===== src/rtl/mc_control_fsm.sv =====
// mc_control_fsm: multi-cycle MIPS-subset control unit with retired counter and sticky illegal flag
module mc_control_fsm #(
  parameter int CNT_W = 32
) (
  input  logic             clk,
  input  logic             reset,
  input  logic [5:0]       opcode,
  output logic             pc_write,
  output logic             pc_write_cond,
  output logic             i_or_d,
  output logic             mem_read,
  output logic             mem_write,
  output logic             ir_write,
  output logic             mem_to_reg,
  output logic             reg_dst,
  output logic             reg_write,
  output logic             alu_src_a,
  output logic [1:0]       alu_src_b,
  output logic [1:0]       alu_op,
  output logic [1:0]       pc_source,
  output logic [3:0]       state,
  output logic [CNT_W-1:0] retired,
  output logic             illegal
);
  typedef enum logic [3:0] {
    FETCH  = 4'd0,  DECODE = 4'd1,  MEMADR = 4'd2,  MEMRD  = 4'd3,
    MEMWB  = 4'd4,  MEMWR  = 4'd5,  EXEC   = 4'd6,  ALUWB  = 4'd7,
    BRANCH = 4'd8,  JUMP   = 4'd9,  ADDIEX = 4'd10, ADDIWB = 4'd11
  } state_t;
  state_t st, nxt;
  logic pw, pwc, mw, irw, rw, bad, done;
  assign state = st;
  assign pc_write = pw & ~reset;
  assign pc_write_cond = pwc & ~reset;
  assign mem_write = mw & ~reset;
  assign ir_write = irw & ~reset;
  assign reg_write = rw & ~reset;
  assign done = st inside {MEMWB, MEMWR, ALUWB, BRANCH, JUMP, ADDIWB};
  // state register, retired counter and sticky illegal flag
  always_ff @(posedge clk) begin
    if (reset) begin
      st <= FETCH;
      retired <= '0;
      illegal <= 1'b0;
    end else begin
      st <= nxt;
      retired <= done ? retired + 1'b1 : retired;
      illegal <= illegal | bad;
    end
  end
  // Moore output decode from state; opcode only steers the next state
  always_comb begin
    nxt = FETCH;
    bad = 1'b0;
    pw = 1'b0;
    pwc = 1'b0;
    mw = 1'b0;
    irw = 1'b0;
    rw = 1'b0;
    i_or_d = 1'b0;
    mem_read = 1'b0;
    mem_to_reg = 1'b0;
    reg_dst = 1'b0;
    alu_src_a = 1'b0;
    alu_src_b = 2'b00;
    alu_op = 2'b00;
    pc_source = 2'b00;
    case (st)
      FETCH: begin
        mem_read = 1'b1;
        irw = 1'b1;
        alu_src_b = 2'b01;
        pw = 1'b1;
        nxt = DECODE;
      end
      DECODE: begin
        alu_src_b = 2'b11;
        case (opcode)
          6'b100011, 6'b101011: nxt = MEMADR;
          6'b000000: nxt = EXEC;
          6'b000100: nxt = BRANCH;
          6'b000010: nxt = JUMP;
          6'b001000: nxt = ADDIEX;
          default: bad = 1'b1;
        endcase
      end
      MEMADR: begin
        alu_src_a = 1'b1;
        alu_src_b = 2'b10;
        nxt = (opcode == 6'b100011) ? MEMRD : MEMWR;
      end
      MEMRD: begin
        mem_read = 1'b1;
        i_or_d = 1'b1;
        nxt = MEMWB;
      end
      MEMWB: begin
        rw = 1'b1;
        mem_to_reg = 1'b1;
      end
      MEMWR: begin
        mw = 1'b1;
        i_or_d = 1'b1;
      end
      EXEC: begin
        alu_src_a = 1'b1;
        alu_op = 2'b10;
        nxt = ALUWB;
      end
      ALUWB: begin
        rw = 1'b1;
        reg_dst = 1'b1;
      end
      BRANCH: begin
        alu_src_a = 1'b1;
        alu_op = 2'b01;
        pwc = 1'b1;
        pc_source = 2'b01;
      end
      JUMP: begin
        pw = 1'b1;
        pc_source = 2'b10;
      end
      ADDIEX: begin
        alu_src_a = 1'b1;
        alu_src_b = 2'b10;
        nxt = ADDIWB;
      end
      ADDIWB: rw = 1'b1;
      default: nxt = FETCH;
    endcase
  end
endmodule


===== config.mk =====
export PLATFORM = sky130hd
export DESIGN_NAME = mc_control_fsm
export DESIGN_NICKNAME = d
export VERILOG_FILES = /design/src/rtl/mc_control_fsm.sv
export SDC_FILE = /design/constraint.sdc
export NUM_CORES = 1
export LEC_CHECK = 0
export CAP_MARGIN = 0
export CORE_ASPECT_RATIO = 0.7
export CORE_MARGIN = 4
export CORE_UTILIZATION = 47
export CTS_BUF_LIST = sky130_fd_sc_hd__clkbuf_16
export CTS_CLUSTER_DIAMETER = 120
export DETAILED_ROUTE_END_ITERATION = 6
export GPL_ROUTABILITY_DRIVEN = 0
export PLACE_DENSITY = 0.8
export SKIP_CTS_REPAIR_TIMING = 1
export SKIP_LAST_GASP = 1
export SYNTH_ARGS = -nofsm -noshare
export SYNTH_HDL_FRONTEND = slang
export SYNTH_SLANG_ARGS = --single-unit

===== constraint.sdc =====
create_clock -name clk -period 2.37 [get_ports clk]
set_input_delay 0.3555 -clock clk [delete_from_list [all_inputs] [get_ports clk]]
set_output_delay 0.3555 -clock clk [all_outputs]
set_load 0.02 [all_outputs]

=== Yosys cells after proc, flatten, opt, wreduce, memory -nomap -nowiden ===
Cells that the tools add are included.

* $add $sub $neg: 1
* Multipliers: 0
* Divide/modulo/power cells: 0
* Order comparisons: 0
* Eq/ne operators: 16
* Shifts and indexed selects: 0
* Mux-type cells: 18
* Bitwise gates (word level): 7
* Reduce and logical (&&, ||, !) cells: 11

{| class="wikitable"
|+ Operators with widths
! kind !! count
|-
| 32-bit by 1-bit adder with 32-bit output (second input constant) || 1
|-
| 4-bit case mux with 6 select lines || 1
|-
| 4-bit case mux with 5 select lines || 1
|-
| 4-bit by 3-bit == test with 1-bit output (second input constant) || 4
|-
| 4-bit == test (second input constant) || 4
|-
| 6-bit == test (second input constant) || 2
|-
| 1-bit 2-to-1 mux || 12
|-
| 2-bit OR reduction || 5
|-
| 4-bit by 2-bit == test with 1-bit output (second input constant) || 2
|-
| 2-bit case mux with 2 select lines || 2
|-
| 6-bit by 2-bit == test with 1-bit output (second input constant) || 1
|-
| 6-bit by 3-bit == test with 1-bit output (second input constant) || 1
|-
| 6-bit by 4-bit == test with 1-bit output (second input constant) || 1
|-
| 6-bit zero test || 1
|-
| 2-bit case mux with 3 select lines || 1
|-
| 6-bit nonzero test || 1
|-
| 6-bit OR reduction || 1
|-
| 1-bit AND || 5
|-
| 4-bit by 1-bit == test with 1-bit output (second input constant) || 1
|-
| 4-bit zero test || 1
|-
| 4-bit OR reduction || 1
|-
| 3-bit 2-to-1 mux || 1
|-
| 3-bit OR reduction || 1
|-
| 1-bit NOT || 1
|-
| 1-bit bitwise OR || 1
|}

* Register bits: 37
* Bits in latches: 0
* Memory bits (writable): 0
* Memory bits (read-only): 0
* Input bits: 8
* Output and inout bits: 53
* Logic and storage cells: 56
* Memories kept: 0

=== Longest topological paths before layout ===
* Depth in word-level cells: 5
* Gate-level depth with buffers: 8
* Depth with buffers taken out: 5

=== Least setup slack after synthesis ===
No wires, ideal clock.

* Path type: reg2reg
* Start: register st[0], in the netlist state[0]
* End: register retired[31]
* Library setup time: 0.123 ns
* Arrival: 2.095 ns
* Data required time: 2.247 ns
* Setup slack: 0.151 ns
* Stages on the path, launching flop included: 8
* Path buffers: 3
* Clock period less this slack: 2.219 ns
* Cell sequence: dfxtp_1 -> buf_4 -> nor2b_1 -> buf_2 -> or4_4 -> buf_6 -> nor4_1 -> mux2_1

* Word-level cells in the longest chain between the ends: 2
* Elaborated cells on any way between the ends: 7
* Classes of those cells: eq/ne: 6; reduce/logical: 1

{| class="wikitable"
|+ Ends and longest elaborated chain
! item !! line !! text
|-
| start, declared || 30 || <nowiki>state_t st, nxt;</nowiki>
|-
| start signal, assigned || 46 || <nowiki>st <= nxt;</nowiki>
|-
| 4-bit by 3-bit == test with 1-bit output or 4-bit == test (tied branches) || 38 || <nowiki>assign done = st inside {MEMWB, MEMWR, ALUWB, BRANCH, JUMP, ADDIWB};</nowiki>
|-
| 6-bit nonzero test * || 38 ||
|-
| end signal, assigned || 47 || <nowiki>retired <= done ? retired + 1'b1 : retired;</nowiki>
|-
| end, declared || 22 || <nowiki>output logic [CNT_W-1:0] retired,</nowiki>
|}

Every way passes the cells marked *; elsewhere a longest branch is shown, timed or not.
A chain may end at the register's enable or synchronous reset.

=== Final worst setup path ===
* Start: register retired[0]
* End: register retired[22]

* Word-level cells in the longest chain between the ends: 1

{| class="wikitable"
|+ Ends and longest elaborated chain
! item !! line
|-
| 32-bit by 1-bit adder with 32-bit output || 47
|}

No other way between the ends.

==> impl_metrics.yaml <==
critical_path:
  worstReg2RegStart: "retired[0]$_SDFFE_PP0P_"
  crit_arrival_ps: 2430
  crit_type: "flop to flop"
  cp-start-kind: "flop"
  crit_path_start: "retired[0]$_SDFFE_PP0P_"
  crit_fanout: 18
  reg2reg_depth: 5
  endpoint_kind: "flop"
  required_ps: 2570
  r2r_setup_slack_ps: 150
  reg2reg_to: "retired[22]$_SDFFE_PP0P_"
sta:
  finalHoldViolations: 0
  slew_headroom_pct: 65.6
  worst_hold_slack_ps: 468
  finalMaxSlewViolations: 0
  setup_ws_ps: 146
  rsz0062_at_grt: "no"
  finalCritPeriodShare_pct: 93.9
  tightest_slew_ps: 516
  period_minus_slack_ps: 2220
  fin_tns_setup_ps: 0
  setup_viol_count_final: 0
  fmax_mhz: 450
  clock_skew_ps: 6.54
power:
  p_seq_share_pct: 46.4
  ir_drop_mv: 0.285
  switching_share_pct: 22.3
  pwr_density_cell_nw_per_um2: 475
  p_int_uw: 1050
  leakage_uw: 0.000916
  clkPwrFrac_pct: 45.7
  power_switching_uw: 301
  p_comb_share_pct: 7.9
floorplanning:
  io_pins: 61
  die_y_um: 63.0
  rows: 19
  core_um2: 4040
  fp.dieW_um: 86.6
  start_util_pct: 50.3
  die_area_um2: 5460
layout:
  fillers: 357
  layout_commonest_cell: "clkdlybuf4s50_1"
  antenna_cells: 0
  layout_common_cells: "clkdlybuf4s50_1 (59), dfxtp_1 (36), a21oi_1 (29)"
  multiInputGateArea_um2: 1180
  syn2layout_area_growth_pct: 40.2
  drive_gt1_share_pct: 7.84
  seqCellArea_um2: 742
  final_core_utilization_pct: 70.6
  nets: 327
  instances_no_fill: 371
clock_network:
  clkTransAtPathRegs_ps: 50
  numCtsBuffers: 5
  worstSkewPairLatency_ps: 280
  cts_tree: "yes"
  htree_levels: 2
  clkSinkCount: 37
  cts_root_buffer: "clkbuf_16"
  cts.path.max_buffers: 2
synthesis:
  synthArstFlopShare_pct: 0
  synthFlopType: "dfxtp_1"
  synth_edf_count: 0
  synthCells: 258
  ys_seq_area_share_pct: 36.4
  netlist_area_um2: 2030
  avgSynthCellArea_um2: 7.88
  ys_ff_latch: 37
  synth_nets: 267
  yosys_warnings: 0
  ys_types: 39
route:
  vias_per_cell: 5.83
  firstDrtPassIters: 4
  drt_wl_total_um: 5350
  antenna_left: 0
  via_count: 2162
  drcViolationCount: 0
  drt_iter0_drc: 106
  wire_per_inst_um: 14.4
global_routing:
  grt_pass1_wl_um: 8940
  grt.overflow.total: 0
  grt_pass1_vias: 1945
  grt_max_degree: 27
  antenna_found_initial: 0
  grt_usage_pct: 20.1
place:
  dp.cells: 363
  place_hpwl_um: 3880
  io_buffers: 60
  pre_cts_ws_ps: 176
hold_path:
  hold_end: "illegal$_SDFF_PP0_"
  hp-start: "illegal$_SDFF_PP0_"
  min_path_type: "flop to flop"
  min_path_cells: 2
run:
  drv_cap: 0
run_status:
  outcome: "complete, no violations"
[through the flow]
stage	power (uW)	instance area [um2]
CTS	1370	2850
detailed placement	749	2710
global placement	747	2710
global route	1410	2850
finish	1350	2850
floorplan	699	2030
[registers in the layout, indices dropped and copies added (netlist names)]
name,flops
illegal,1
retired,32
state,4
[critical path: stages (launching register included)]
cell	delay, ps
dfxtp_1	340
ha_1	200
nand4_1	110
or4_1	760
or4_1	580
a21oi_1	150
[cells by family (layout without fill, tap and decap cells)]
logic type	Yosys count	in the layout	share of synthesized area (%)
XOR/XNOR	10	10	4.31
adder cells (fa/ha/maj)	1	1	0.615
AO/OA/AOI/OAI	67	67	19.8
buffers and inverters	27	88	5.72
multiplexers	1	1	0.554
flip-flops	37	37	36.4
AND/OR/NAND/NOR	115	115	32.6
[layer usage]
| metal | GRT usage, % | wire length, um | vias up |
|---|---|---|---|
| li1 | - | - | 1091 |
| met3 | 5.01 | 344 | 7 |
| met2 | 29.1 | 2310 | 64 |
| met4 | 5.45 | 54 | 0 |
| met5 | 0 | 0 | - |
| met1 | 29.2 | 2640 | 1000 |
[power groups by stage]
stage	Clock [uW]	Combinational (uW)	Sequential [uW]
global placement	0	105	642
global route	664	114	629
detailed placement	0	106	642
finish	619	106	629
floorplan	0	51.0	647
CTS	634	106	629
[cell type report]
type                            count  share of cell area [%]
Multi-Input combinational cell    194                    41.2
Timing Repair Buffer               74                    24.8
Clock inverter                      3                   0.439
Clock buffer                        5                    4.39
Tap cell                           52                    2.28
Sequential cell                    37                    26.0
Inverter                            6                   0.790
[Yosys cell counts (all sizes together), types with 2 or more instances]
master / count / share of area (%)
a21oi: 29 / 7.1
a31oi: 2 / 0.62
and3: 3 / 0.92
and4: 3 / 1.3
buf: 6 / 1.8
clkbuf: 15 / 2.8
dfxtp: 37 / 36
inv: 6 / 1.1
nand2: 17 / 3.1
nand2b: 5 / 1.5
nand3: 10 / 2.5
nand4: 6 / 1.8
nor2: 16 / 3.0
nor2b: 3 / 0.92
nor3: 11 / 2.7
nor3b: 2 / 0.74
nor4: 6 / 1.8
o21ai: 12 / 3.0
o31ai: 19 / 7.0
or3: 8 / 2.5
or4: 20 / 7.6
or4b: 2 / 0.98
xnor2: 5 / 2.2
xor2: 5 / 2.2
[worst max-delay path by stage]
stage                                     endpoint  slack (ps)  cells after the start
after global placement                    ir_write         200                      3
after CTS                                reg_write         -50                      6
after detailed placement  retired[26]$_SDFFE_PP0P_         180                      5
after global routing      retired[26]$_SDFFE_PP0P_          10                      5
final                     retired[22]$_SDFFE_PP0P_         150                      5
after floorplan           retired[31]$_SDFFE_PP0P_         150                      7
Note: power is estimated with default switching activity, not from simulation.
